===== src/rtl/snoop_bus_ctrl.sv =====
// snoop_bus_ctrl: two-core snooping bus arbiter with cache-to-cache transfer and block memory access
module snoop_bus_ctrl (
    input  logic        CLK,
    input  logic        RST,
    input  logic [1:0]  cctrans,
    input  logic [1:0]  ccwrite,
    input  logic [1:0]  dREN,
    input  logic [1:0]  dWEN,
    input  logic [31:0] daddr0,
    input  logic [31:0] daddr1,
    input  logic [31:0] dstore0,
    input  logic [31:0] dstore1,
    input  logic [31:0] ramload,
    input  logic        ramready,
    output logic [1:0]  dwait,
    output logic [31:0] dload0,
    output logic [31:0] dload1,
    output logic [1:0]  ccwait,
    output logic [1:0]  ccinv,
    output logic [31:0] ccsnoopaddr0,
    output logic [31:0] ccsnoopaddr1,
    output logic        ramREN,
    output logic        ramWEN,
    output logic [31:0] ramaddr,
    output logic [31:0] ramstore
);
    typedef enum logic [2:0] {IDLE, SNOOP, C2C, MEMRD, EVICT} state_t;
    state_t      state_q, state_d;
    logic        cnt_q, cnt_d, last_q, last_d, req_q, req_d, wr_q, wr_d, snp_q, snp_d;
    logic [31:0] addr_q, addr_d;
    logic [1:0]  rq;
    logic        sel, oth, adv;
    logic [31:0] daddr_req, daddr_oth, dstore_req, dstore_oth;
    assign rq         = cctrans | dREN | dWEN;
    assign sel        = (&rq) ? ~last_q : rq[1];
    assign oth        = ~req_q;
    assign daddr_req  = req_q ? daddr1 : daddr0;
    assign daddr_oth  = req_q ? daddr0 : daddr1;
    assign dstore_req = req_q ? dstore1 : dstore0;
    assign dstore_oth = req_q ? dstore0 : dstore1;
    // State, word counter, round-robin pointer and latched transaction
    always_ff @(posedge CLK or posedge RST) begin
        if (RST) begin
            state_q <= IDLE;
            cnt_q   <= 1'b0;
            last_q  <= 1'b1;
            req_q   <= 1'b0;
            wr_q    <= 1'b0;
            snp_q   <= 1'b0;
            addr_q  <= '0;
        end else begin
            state_q <= state_d;
            cnt_q   <= cnt_d;
            last_q  <= last_d;
            req_q   <= req_d;
            wr_q    <= wr_d;
            snp_q   <= snp_d;
            addr_q  <= addr_d;
        end
    end
    // Arbitration, next state and bus outputs; the snoop signals stay up until IDLE is re-entered
    always_comb begin
        state_d      = state_q;
        cnt_d        = cnt_q;
        last_d       = last_q;
        req_d        = req_q;
        wr_d         = wr_q;
        snp_d        = snp_q;
        addr_d       = addr_q;
        adv          = 1'b0;
        dwait        = 2'b11;
        ramREN       = 1'b0;
        ramWEN       = 1'b0;
        ccwait       = 2'b00;
        ccinv        = 2'b00;
        dload0       = ramload;
        dload1       = ramload;
        ccsnoopaddr0 = '0;
        ccsnoopaddr1 = '0;
        ramaddr      = '0;
        ramstore     = '0;
        if (state_q != IDLE && snp_q) begin
            ccwait[oth]  = 1'b1;
            ccinv[oth]   = wr_q;
            ccsnoopaddr0 = oth ? '0 : addr_q;
            ccsnoopaddr1 = oth ? addr_q : '0;
        end
        case (state_q)
            IDLE: if (|rq) begin
                req_d   = sel;
                last_d  = sel;
                addr_d  = sel ? daddr1 : daddr0;
                wr_d    = ccwrite[sel];
                snp_d   = cctrans[sel];
                state_d = cctrans[sel] ? SNOOP : dWEN[sel] ? EVICT : MEMRD;
            end
            SNOOP: state_d = ccwrite[oth] ? C2C : MEMRD;
            C2C: begin
                ramWEN   = 1'b1;
                ramaddr  = daddr_oth;
                ramstore = dstore_oth;
                dload0   = req_q ? ramload : dstore_oth;
                dload1   = req_q ? dstore_oth : ramload;
                dwait    = {2{~ramready}};
                adv      = ramready;
            end
            MEMRD: begin
                ramREN       = dREN[req_q];
                ramaddr      = daddr_req;
                dwait[req_q] = ~ramready;
                adv          = ramready & dREN[req_q];
            end
            EVICT: begin
                ramWEN       = dWEN[req_q];
                ramaddr      = daddr_req;
                ramstore     = dstore_req;
                dwait[req_q] = ~ramready;
                adv          = ramready & dWEN[req_q];
            end
            default: state_d = IDLE;
        endcase
        if (adv) begin
            cnt_d   = ~cnt_q;
            state_d = cnt_q ? IDLE : state_d;
        end
    end
endmodule


===== config.mk =====
export PLATFORM = sky130hd
export DESIGN_NAME = snoop_bus_ctrl
export DESIGN_NICKNAME = d
export VERILOG_FILES = /design/src/rtl/snoop_bus_ctrl.sv
export SDC_FILE = /design/constraint.sdc
export NUM_CORES = 1
export LEC_CHECK = 0
export ABC_AREA = 1
export CAP_MARGIN = 15
export CORE_AREA = 2 2 145 147
export DETAILED_ROUTE_END_ITERATION = 8
export DIE_AREA = 0 0 147 149
export PLACE_DENSITY = 0.61
export SETUP_SLACK_MARGIN = 0.4
export SLEW_MARGIN = 10
export SYNTH_ARGS = -nofsm -noshare
export SYNTH_HDL_FRONTEND = slang
export SYNTH_SLANG_ARGS = --single-unit

===== constraint.sdc =====
create_clock -name CLK -period 2.1 [get_ports CLK]
set_clock_uncertainty 0.2 [all_clocks]
set_input_delay 0.21 -clock CLK [delete_from_list [all_inputs] [get_ports CLK]]
set_output_delay 0.21 -clock CLK [all_outputs]
set_load 0.005 [all_outputs]

==> results.py <==
metrics = {
    "synthesis": {
        "netlist_instances": 736,
        "netlist_area_mm2": 0.00436,
        "netlist.area_leader.share": 0.224,
        "synth_top_flop_cell": "dfrtp_1",
        "synth_edf_count": 0,
        "yosysMostFrequentCell": "nor2_1",
        "async_flop_share": 1.00,
        "synth-seq-area-share": 0.230,
        "ys_top_cells_by_area": "dfrtp_1 22%, nor2_1 12%, o21ai_0 12%",
        "synth_nets": 907,
        "yosysTopAreaCell": "dfrtp_1",
        "ys_warn_count": 0,
        "synth_seq_cells": 40,
        "ys_types": 29,
        "syn_avg_cell_area_um2": 5.93,
        "synthTopCellsByCount": "144 x nor2_1, 115 x nand2_1, 108 x o21ai_0, 87 x o21ai_1, 78 x inv_1",
    },
    "clock_network": {
        "root_buffer": "clkbuf_16",
        "ctsHoldBuffers": 0,
        "htreeDepth": 2,
        "clock_sinks": 40,
        "clockBufferDepth": 2,
        "clkSlewWorstSetupHoldPaths_ps": 70,
        "clock_latency_ps": 290,
        "numCtsBuffers": 5,
        "cts_tree": "yes",
    },
    "placement": {
        "port_buffers": 370,
        "dp_cells": 1389,
        "gp_congestion": 0.941,
        "dp_hpwl_um": 18300,
        "placed_cell_area_mm2": 0.00880,
    },
    "global_routing": {
        "antenna_found_initial": 2,
        "grt_util_all_layers": 0.232,
        "grt.overflow.total": 0,
        "grt_start_max_net_pins": 42,
        "grt_pass1_vias": 6956,
        "grt_pass1_wl_um": 39700,
    },
    "route": {
        "dr.pass1.iters": 4,
        "avgRoutedWirePerCell_um": 20.0,
        "vias": 7491,
        "viasPerCell": 4.84,
        "ant_nets": 0,
        "wl_um": 30900,
        "drt-initial-drc-count": 316,
        "drc": 0,
    },
    "setup_path": {
        "cp_top_family": "buffers and inverters",
        "critPathLaunch": "state_q[0]",
        "crit_arrival_ps": 1930,
        "criticalPathCategory": "reg2out",
        "cp_slowest_cell": "dfrtp_2",
        "required_ps": 1690,
        "cp-start-kind": "flip-flop",
        "reg2reg_from": "state_q[0]",
        "cp_max_fo": 7,
        "path_common_cell": "nor2_4",
        "worstPathCellList": "nor2_4 > nand2_4 > inv_4 > nor2_4 > buf_6 > nor2_4 > buf_6 > buf_12 > o21ai_2 > nand2_1 > buf_2",
        "max_stage_delay_ps": 450,
        "critPathCaptureType": "output port",
        "critPathBufInv": 5,
    },
    "pwr": {
        "internal_power_mw": 9.43,
        "p_per_area_mw_per_mm2": 1470,
        "p_leak_nw": 5.52,
        "combinationalPowerShare": 0.877,
        "p_total_mw": 17.2,
        "peakVddDrop_v": 0.000808,
        "seqPwrFrac": 0.077,
        "pwr-share-clk": 0.046,
        "swShare": 0.450,
        "power_switching_mw": 7.73,
    },
    "sta": {
        "period_share": 1.11,
        "fin_crit_ps": 2340,
        "rsz0062_at_grt": "yes",
        "finalSetupViolCount": 189,
        "layout_setup_ws_ps": -238,
        "slew-limit-headroom": 0.700,
        "final_hold_viol_count": 0,
        "drv_slew": 0,
        "fmax_mhz": 428,
        "tightest_slew_ps": 449,
        "hold_ws_ps": 44.2,
    },
    "floorplan": {
        "start_util": 0.212,
        "fp-row-count": 53,
        "core-area_mm2": 0.0206,
        "die_h_um": 149,
        "io_pins": 371,
        "die-area_mm2": 0.0219,
        "die_width_um": 147,
    },
    "layout": {
        "finish.utilization": 0.566,
        "layout.nets": 1441,
        "stdcell_area_mm2": 0.0116,
        "drive_gt1_frac": 0.537,
        "syn_to_final_growth_pct": 167,
        "fin_cells": 1547,
    },
    "status": {
        "status": "complete, but fails checks",
        "violations": "setup timing",
    },
    "worst_hold_path": {
        "hold_class": "in2async",
    },
    "run": {
        "drv_cap": 0,
    },
}
metrics by stage:
stage          setup slack, ps  TNS, ps
3_5_place_dp              -285   -29430
6_report                  -238   -24330
5_1_grt                   -329   -39660
2_1_floorplan              433        0
4_1_cts                   -263   -28850
3_3_place_gp              -237   -26140
registers in the layout, indices dropped and copies added, names as in the netlist:
register / count
state_q: 3
snp_q: 1
addr_q: 32
wr_q: 1
req_q: 1
last_q: 1
cnt_q: 1
cells in the final DEF (no fill, tap or decap), drive strengths merged:
master and n:
nand4 1, dfstp 1, inv 84, buf 379, nand2 119, o211ai 30
o21ai 195, nor2 155, o22ai 35, o32ai 2, xnor2 1, clkbuf 38
diode 1, a21oi 2, nand3 10, clkdlybuf4s50 171, clkinv 4, a2bb2oi 2
dfrtp 39, a21o 1, or2 2
power by group through the flow:
stage	Clock, mW	Sequential [mW]	Combinational [mW]
6_report	0.788	1.32	15.0
5_1_grt	0.831	1.36	15.9
4_1_cts	0.790	1.31	11.5
3_5_place_dp	0	1.32	9.70
3_3_place_gp	0	1.31	9.68
2_1_floorplan	0	1.28	4.06
timing repair:
item | in CTS | in global routing
setup buffers | 60 | 55
hold endpoints to repair | 0 | 0
endpoints found under the setup margin | 240 | 240
gates resized for setup | 788 | 530
pin swaps | 45 | 58
cloned | 17 | 17
worst paths after layout:
check                              endpoint  slack [ps]  depth (start not counted)
worst max-delay path            ramaddr[28]        -240                         11
max in group asynchronous         addr_q[5]        1150                          3
min in group CLK                      cnt_q         300                          1
worst min-delay path              addr_q[3]          40                          2
worst min register to register        cnt_q         300                          1
worst max register to register   state_q[2]         100                         12
logic make-up after synthesis:
group           synth area share
simple gates               0.270
compound gates             0.339
buf+inv                    0.159
flops                      0.230
xor+xnor                 0.00201
final cells by class:
type                            count  area [um2]
Timing Repair inverter              1        11.3
Inverter                           84         333
Multi-Input combinational cell    555        3970
Antenna cell                        1        2.50
Tap cell                          275         344
Fill cell                        1838        8920
Timing Repair Buffer              583        5830
Sequential cell                    40        1000
Clock inverter                      3        18.8
Clock buffer                        5         125
layer usage:
layer	share of wire	wire length, um	vias to the layer above	global-route usage
met5	0.00042	13	-	0
met4	0.032	995	2	0.0851
met3	0.072	2240	55	0.0621
met2	0.52	16000	336	0.409
met1	0.38	11600	3566	0.270
li1	-	-	3532	-
Power figures use the tool's default switching activity.
